===== config.mk =====
export PLATFORM = sky130hd
export DESIGN_NAME = uart_rx_multi
export DESIGN_NICKNAME = d
export VERILOG_FILES = /design/src/rtl/uart_rx_multi.sv
export SDC_FILE = /design/constraint.sdc
export NUM_CORES = 1
export LEC_CHECK = 0
export CORE_MARGIN = 2
export CORE_UTILIZATION = 52
export CTS_CLUSTER_SIZE = 14
export DETAILED_ROUTE_END_ITERATION = 8
export HOLD_SLACK_MARGIN = 0.08
export PLACE_DENSITY = 0.85
export SETUP_SLACK_MARGIN = 0.05
export SLEW_MARGIN = 10
export SYNTH_ARGS = -nofsm -noshare
export SYNTH_HDL_FRONTEND = slang
export SYNTH_SLANG_ARGS = --single-unit

===== constraint.sdc =====
create_clock -name clk_4x -period 2.2 [get_ports clk_4x]
set_clock_uncertainty 0.05 [all_clocks]
set_input_delay 0.33 -clock clk_4x [delete_from_list [all_inputs] [get_ports clk_4x]]
set_output_delay 0.33 -clock clk_4x [all_outputs]
set_load 0.02 [all_outputs]

===== src/rtl/uart_rx_multi.sv =====
// Parametrised oversampling UART receiver: 2-flop synchroniser, mid-bit sampling,
// false-start rejection, stop-bit check, one-word holding register with overrun.
// Optional parity bit after the data bits when UART_RX_PARITY_EN is defined.
module uart_rx_multi #(
  parameter int DATA_BITS  = 8,
  parameter int OVERSAMPLE = 4,
  parameter int STOP_BITS  = 1,
  parameter int PARITY_ODD = 0
) (
  input  logic                 clk_4x,
  input  logic                 rst_n,
  input  logic                 in_serial,
  input  logic                 in_ack,
  output logic [DATA_BITS-1:0] out_data,
  output logic                 out_valid,
  output logic                 out_frame_err,
  output logic                 out_parity_err,
  output logic                 out_overrun,
  output logic                 out_busy,
  output logic [2:0]           out_state
);

  localparam int HALF = OVERSAMPLE / 2;
  localparam int CW   = $clog2(OVERSAMPLE);
  localparam logic [3:0] LAST_BIT  = 4'(DATA_BITS - 1);
  localparam logic       LAST_STOP = 1'(STOP_BITS - 1);

  if (DATA_BITS < 5 || DATA_BITS > 9 || OVERSAMPLE < 3 || OVERSAMPLE > 64 ||
      (STOP_BITS != 1 && STOP_BITS != 2) || PARITY_ODD < 0 || PARITY_ODD > 1) begin : g_param_check
    $error("uart_rx_multi: illegal parameter value");
  end

  typedef enum logic [2:0] {
    S_IDLE   = 3'd0,
    S_START  = 3'd1,
    S_DATA   = 3'd2,
    S_PARITY = 3'd3,
    S_STOP   = 3'd4
  } state_t;

  state_t                 state_q, state_d;
  logic [1:0]             sync_q;
  logic                   line_s;
  logic [CW-1:0]          cnt_q, cnt_d;
  logic [3:0]             bit_q, bit_d;
  logic                   stop_q, stop_d;
  logic [DATA_BITS-1:0]   shift_q, shift_d;
  logic                   ferr_q, ferr_d;
  logic                   commit;
  logic                   word_perr;
  logic [DATA_BITS-1:0]   data_q;
  logic                   valid_q, frame_err_q, overrun_q;

  always_ff @(posedge clk_4x or negedge rst_n) begin
    if (!rst_n) sync_q <= 2'b11;
    else        sync_q <= {sync_q[0], in_serial};
  end
  assign line_s = sync_q[1];

  always_ff @(posedge clk_4x or negedge rst_n) begin
    if (!rst_n) begin
      state_q <= S_IDLE;
      cnt_q   <= '0;
      bit_q   <= '0;
      stop_q  <= 1'b0;
      shift_q <= '0;
      ferr_q  <= 1'b0;
    end else begin
      state_q <= state_d;
      cnt_q   <= cnt_d;
      bit_q   <= bit_d;
      stop_q  <= stop_d;
      shift_q <= shift_d;
      ferr_q  <= ferr_d;
    end
  end

`ifdef UART_RX_PARITY_EN
  logic par_q, par_d;
  always_ff @(posedge clk_4x or negedge rst_n) begin
    if (!rst_n) par_q <= 1'b0;
    else        par_q <= par_d;
  end
  assign word_perr = ((^shift_q) ^ par_q) != 1'(PARITY_ODD);
`else
  assign word_perr = 1'b0;
`endif

  // Every non-idle state counts down; the action of the state happens when cnt reaches 0.
  always_comb begin
    state_d = state_q;
    cnt_d   = cnt_q;
    bit_d   = bit_q;
    stop_d  = stop_q;
    shift_d = shift_q;
    ferr_d  = ferr_q;
    commit  = 1'b0;
`ifdef UART_RX_PARITY_EN
    par_d   = par_q;
`endif
    if (state_q == S_IDLE) begin
      if (!line_s) begin
        state_d = S_START;
        cnt_d   = CW'(HALF - 1);
      end
    end else if (cnt_q != '0) begin
      cnt_d = cnt_q - 1'b1;
    end else begin
      cnt_d = CW'(OVERSAMPLE - 1);
      unique case (state_q)
        S_START: begin
          if (line_s) begin
            state_d = S_IDLE;
          end else begin
            state_d = S_DATA;
            bit_d   = '0;
            ferr_d  = 1'b0;
          end
        end
        S_DATA: begin
          shift_d = {line_s, shift_q[DATA_BITS-1:1]};
          if (bit_q == LAST_BIT) begin
`ifdef UART_RX_PARITY_EN
            state_d = S_PARITY;
`else
            state_d = S_STOP;
`endif
            stop_d = 1'b0;
          end else begin
            bit_d = bit_q + 1'b1;
          end
        end
`ifdef UART_RX_PARITY_EN
        S_PARITY: begin
          par_d   = line_s;
          state_d = S_STOP;
        end
`endif
        S_STOP: begin
          if (!line_s) ferr_d = 1'b1;
          // Returning to IDLE on the commit edge lets an immediately following start bit resync.
          if (stop_q == LAST_STOP) begin
            commit  = 1'b1;
            state_d = S_IDLE;
          end else begin
            stop_d = stop_q + 1'b1;
          end
        end
        default: state_d = S_IDLE;
      endcase
    end
  end

  // Handshake: a word transfers on an edge where out_valid and in_ack are both high;
  // a commit on that same edge wins, otherwise a commit over a held word sets overrun.
  always_ff @(posedge clk_4x or negedge rst_n) begin
    if (!rst_n) begin
      data_q      <= '0;
      valid_q     <= 1'b0;
      frame_err_q <= 1'b0;
      overrun_q   <= 1'b0;
    end else if (commit) begin
      data_q      <= shift_q;
      valid_q     <= 1'b1;
      frame_err_q <= ferr_q | ~line_s;
      overrun_q   <= valid_q & ~in_ack;
    end else if (valid_q && in_ack) begin
      valid_q     <= 1'b0;
      frame_err_q <= 1'b0;
      overrun_q   <= 1'b0;
    end
  end

`ifdef UART_RX_PARITY_EN
  logic parity_err_q;
  always_ff @(posedge clk_4x or negedge rst_n) begin
    if (!rst_n)                 parity_err_q <= 1'b0;
    else if (commit)            parity_err_q <= word_perr;
    else if (valid_q && in_ack) parity_err_q <= 1'b0;
  end
  assign out_parity_err = parity_err_q;
`else
  assign out_parity_err = word_perr;
`endif

  assign out_data      = data_q;
  assign out_valid     = valid_q;
  assign out_frame_err = frame_err_q;
  assign out_overrun   = overrun_q;
  assign out_busy      = (state_q != S_IDLE);
  assign out_state     = state_q;

endmodule


==> results of run 1 <==
## report_power, final
part	switching [µW]	internal (µW)	total (µW)
registers	144	754	897
logic	375	406	780
clock network	188	155	343
total	707	1310	2020
## flip-flops by register name (all words and copies together) (netlist names)
register       cells
ferr_q             1
shift_q            8
out_state          3
cnt_q              2
out_data           8
out_frame_err      1
out_valid          1
bit_q              4
out_overrun        1
sync_q             2
## cell usage after synthesis
master / count
dfrtp_1: 29
mux2_2: 17
inv_1: 9
a21oi_1: 4
buf_2: 3
mux2i_1: 3
nand3_1: 3
o21ai_0: 3
o22ai_1: 3
a21boi_0: 2
a21o_1: 2
a22o_1: 2
a31oi_1: 2
dfstp_2: 2
ha_1: 2
nand2_1: 2
nand2b_1: 2
nor3_1: 2
a221o_1: 1
and4bb_2: 1
buf_4: 1
conb_1: 1
nand3b_1: 1
nand4bb_1: 1
nor2b_1: 1
nor3b_2: 1
nor4b_1: 1
or3b_1: 1
or4b_2: 1
## path summary, 6_finish.rpt
kind / from / endpoint
setup / recovery: out_state[0] / out_state[0]
hold / removal: sync_q[0] / sync_q[1]
setup reg to reg: out_state[2] / shift_q[5]
hold reg to reg: sync_q[0] / sync_q[1]
max in group asynchronous: rst_n / sync_q[0]
min in group asynchronous: rst_n / shift_q[6]
## cell usage in the layout, fill, tap and decap left out, types with 2 or more instances in the layout
master and instances:
dfrtp_1 28, mux2_2 17, clkdlybuf4s50_1 17, inv_1 9, clkbuf_4 5, a21oi_1 4
o22ai_1 3, mux2i_1 3, o21ai_0 3, nand3_1 3, buf_4 3, nor3_1 2
nand2_1 2, a21o_1 2, a31oi_1 2, a21boi_0 2, nand2b_1 2, a22o_1 2
ha_1 2, dfstp_2 2
## stage by stage
step | std cells | hold WS, ns | setup WS, ns | power (µW) | utilization, %
detailed placement | 150 | 0.301 | 0.409 | 1690 | 63.1
finish | 158 | 0.312 | 0.312 | 2020 | 65.7
floorplan | 103 | -0.0156 | 0.540 | 1390 | -
global placement | 150 | 0.297 | 0.498 | 1630 | 63.1
global route | 158 | 0.320 | 0.239 | 2160 | 65.7
CTS | 158 | 0.313 | 0.0531 | 2050 | 65.5
## cell families after synthesis
logic type | Yosys count | share of synthesized area, %
multiplexers | 20 | 16.6
flip-flops | 31 | 58.5
buffers and inverters | 13 | 4.23
AO/OA/AOI/OAI | 19 | 9.30
adder cells (fa/ha/maj) | 2 | 1.88
other | 1 | 0.282
AND/OR/NAND/NOR | 17 | 9.21
## per-layer routing
metal | up-vias | global-route usage [%] | wire length, µm | part of all wire [%]
li1 | 418 | - | - | -
met1 | 415 | 25.1 | 992 | 41
met2 | 25 | 32.5 | 1240 | 52
met3 | 6 | 8.20 | 115 | 4.8
met4 | 0 | 10.8 | 57 | 2.4
met5 | - | 0 | 0 | 0
## cell type report
type / instances / share of cell area [%]
inverter: 9 / 2.09
tap: 30 / 2.33
multi-input combinational: 59 / 30.8
timing repair buffer: 21 / 12.7
sequential: 31 / 48.3
clock inverter: 1 / 0.310
clock buffer: 7 / 3.41
==> impl_metrics.json, run 1 <==
{
  "outcome": "finished, final reports clean",
  "avgViaCountPerCell": 5.47,
  "timing.fmax_ghz": 0.530,
  "worstPathCellList": "clkdlybuf4s50_1",
  "post_cts_buffers": 0,
  "gp_congestion": 0.719,
  "period_needed_ns": 1.89,
  "fin_crit_sh_pct": 85.8,
  "power_density_mw_per_mm2": 1250,
  "htreeDepth": 2,
  "yosysWarningCount": 0,
  "ys_ff_latch": 31,
  "clkSinkCount": 31,
  "peakVddDrop_mv": 0.820,
  "drc": 0,
  "cpPeakStageDelay_ns": 0.66,
  "grt_pass1_wl_um": 4160,
  "multi_input_area_um2": 497,
  "ant_nets": 0,
  "drive_gt1_share_pct": 25.8,
  "syn_area_mm2": 0.00133,
  "post_drt_wl_per_cell_um": 15.2,
  "nets": 133,
  "cts-buffers-inserted": 5,
  "grt_use_total_pct": 21.0,
  "ios": 20,
  "synth_top_area_cell": "dfrtp_1",
  "row_count": 18,
  "yosysSeqAreaShare_pct": 58.5,
  "tritoncts": "built",
  "hold_path.class": "flop to flop",
  "dr.pass1.iters": 5,
  "drtIter0Drc": 10,
  "synth_cells": 103,
  "ff_latch_area_um2": 779,
  "crit_type": "flop to output pin",
  "drv_slew": 0,
  "reg2regPathDepth": 3,
  "holdBufCountCts": 0,
  "crit_path_top_delay_cell": "clkdlybuf4s50_1",
  "cts-root-buf": "clkbuf_4",
  "grt_pass1_vias": 909,
  "initial_core_util_pct": 54.2,
  "post_cts_resize_count": 0,
  "yosysUniqueCellTypes": 29,
  "final_hold_viol_count": 0,
  "synth_top_cell_area_share_pct": 54.5,
  "vias": 864,
  "grt_max_degree": 32,
  "area_delta_synth_final_pct": 21.1,
  "die_h_um": 54.6,
  "placement.io_buffers": 18,
  "antenna_found_initial": 0,
  "routed_wl_um": 2410,
  "core_mm2": 0.00245,
  "hpwl_um": 1650,
  "grt_overflow": 0,
  "r2r_slack_ns": 0.41,
  "placed_area_mm2": 0.00155,
  "setup_viol": 0,
  "fin_area_mm2": 0.00161,
  "worstPathRequired_ns": 1.82,
  "critPathTopFamily": "buffers and inverters",
  "synth_area_leaders": "dfrtp_1, mux2_2, dfstp_2",
  "avgSynthCellArea_um2": 12.9,
  "syn-num-nets": 109,
  "start_kind": "flop",
  "cp.arrival_ns": 1.51,
  "path_buf_inv": 1,
  "cts_buffer_depth": 2,
  "die_x_um": 54.6,
  "cts.reportedPaths.clkPinSlew_ns": 0.10,
  "path_max_fanout": 10,
  "endpoint_kind": "output pin",
  "fin_setup_tns_ns": 0,
  "n_fill_cell": 185,
  "diodes": 0,
  "rsz0062_at_grt": "false",
  "path_depth": 1,
  "worstSkewPairLatency_ns": 0.34,
  "worstHoldPathCells": 0,
  "die-area_mm2": 0.00298,
  "cap_violations": 0,
  "p_leak_uw": 0.000740
}
Note: power is estimated with default switching activity, not from simulation.
==> run 2, diff against run 1 <==
Settings changed: CORE_UTILIZATION 52 to 47, CTS_CLUSTER_DIAMETER set to 200, HOLD_SLACK_MARGIN 0.08 to unset, PLACE_DENSITY 0.85 to 0.79.
==> run 2 against run 1 <==
Compared with the run above:
- combinational power decreased by 3.5%
- sequential power about the same
- clock power grew 59%
- hold slack better by 0.0035 ns
- critical endpoint is now out_state[1]
==> impl_metrics.json, run 2 (synthesized netlist as in run 1, its figures left out) <==
{
  "die_x_um": 57.2,
  "vias": 863,
  "grt_overflow": 0,
  "hpwl_um": 1480,
  "crit_type": "flop to output pin",
  "cts_buffer_depth": 2,
  "grt_pass1_wl_um": 3840,
  "cp.arrival_ns": 1.45,
  "die-area_mm2": 0.00327,
  "path_buf_inv": 1,
  "routed_wl_um": 2220,
  "cts-buffers-inserted": 5,
  "htreeDepth": 2,
  "diodes": 0,
  "worstPathCellList": "clkdlybuf4s50_1",
  "gp_congestion": 0.685,
  "power_density_mw_per_mm2": 1320,
  "endpoint_kind": "output pin",
  "initial_core_util_pct": 48.7,
  "timing.fmax_ghz": 0.546,
  "cts-root-buf": "clkbuf_4",
  "peakVddDrop_mv": 1.18,
  "nets": 133,
  "area_delta_synth_final_pct": 24.8,
  "outcome": "finished, final reports clean",
  "final_cell_mix": "dfrtp_1, mux2_2, clkdlybuf4s50_1",
  "final_cells": 159,
  "fin_crit_sh_pct": 83.3,
  "grt_max_degree": 32,
  "placement.io_buffers": 18,
  "worstPathRequired_ns": 1.82,
  "grt_use_total_pct": 15.9,
  "cpPeakStageDelay_ns": 0.65,
  "drv_slew": 0,
  "drive_gt1_share_pct": 27.3,
  "rsz0062_at_grt": "false",
  "cap_violations": 0,
  "ios": 20,
  "hold_path.class": "flop to flop",
  "cts.reportedPaths.clkPinSlew_ns": 0.09,
  "drc": 0,
  "die_h_um": 57.2,
  "clkSinkCount": 31,
  "final_common_cell": "dfrtp_1",
  "ff_latch_area_um2": 781,
  "grt_pass1_vias": 897,
  "dr.pass1.iters": 4,
  "dpl.cell_count": 151,
  "fin_setup_tns_ns": 0,
  "critPathTopFamily": "buffers and inverters",
  "avgViaCountPerCell": 5.43,
  "setup_viol": 0,
  "r2r_slack_ns": 0.54,
  "n_fill_cell": 209,
  "core_mm2": 0.00273,
  "worstSkewPairLatency_ns": 0.33,
  "path_max_fanout": 10,
  "p_leak_uw": 0.000759,
  "period_needed_ns": 1.83,
  "ant_nets": 0,
  "start_kind": "flop",
  "tritoncts": "built",
  "crit_path_top_delay_cell": "clkdlybuf4s50_1",
  "drtIter0Drc": 17,
  "post_drt_wl_per_cell_um": 14.0,
  "final_hold_viol_count": 0,
  "row_count": 19,
  "antenna_found_initial": 0,
  "multi_input_area_um2": 502
}
==> run 2: cell types whose count changed in the layout (fill, tap and decap cells not counted), sizes merged <==
cell	delta
bufinv	+2
clkbuf	-1
clkinv	-1
==> run 2: final timing paths <==
path / start / end / cells after the start
worst max-delay path: out_state[1] / out_state[1] / 1
worst min-delay path: sync_q[0] / sync_q[1] / 0
worst max register to register: out_state[1] / shift_q[5] / 3
worst min register to register: sync_q[0] / sync_q[1] / 0
max in group asynchronous: rst_n / sync_q[1] / 2
min in group asynchronous: rst_n / bit_q[3] / 2
==> run 2: layer usage <==
layer | wire (µm) | GRT usage, % | vias up
li1 | - | - | 415
met1 | 1020 | 18.8 | 421
met2 | 1020 | 24.6 | 22
met3 | 136 | 7.71 | 5
met4 | 44 | 6.98 | 0
met5 | 0 | 0 | -
==> run 2: final cells by class <==
cell class	instances	share of cell area [%]
well taps	31	2.33
flip-flops and latches	31	47.0
repair buffers	21	12.3
multi-input cells	59	30.2
clock buffers	6	2.48
clock inverters	2	3.61
inverters	9	2.03
==> run 2: repair_timing <==
| item | CTS | global route |
|---|---|---|
| hold buffers | 0 | 0 |
| buffers inserted | 0 | 0 |
| pin swaps | 0 | 0 |
| resized for setup | 1 | 3 |
| gates cloned | 0 | 0 |
| endpoints found under the setup margin | 1 | 1 |
==> run 2: per-stage QoR <==
step | cell area (µm²) | power, µW | setup WS, ns | util (%) | hold slack, ns
after floorplan | 1330 | 1390 | 0.540 | - | -0.0156
after global placement | 1550 | 1630 | 0.490 | 56.7 | 0.296
after detailed placement | 1550 | 1660 | 0.431 | 56.7 | 0.301
after CTS | 1660 | 2220 | 0.113 | 60.6 | 0.314
after global routing | 1660 | 2350 | 0.269 | 60.8 | 0.319
final | 1660 | 2200 | 0.368 | 60.8 | 0.315
==> run 2: where the power goes <==
part	total (µW)	switching (µW)	internal, µW
clock	545	191	355
combinational	753	350	403
sequential	898	143	755
total	2200	683	1510
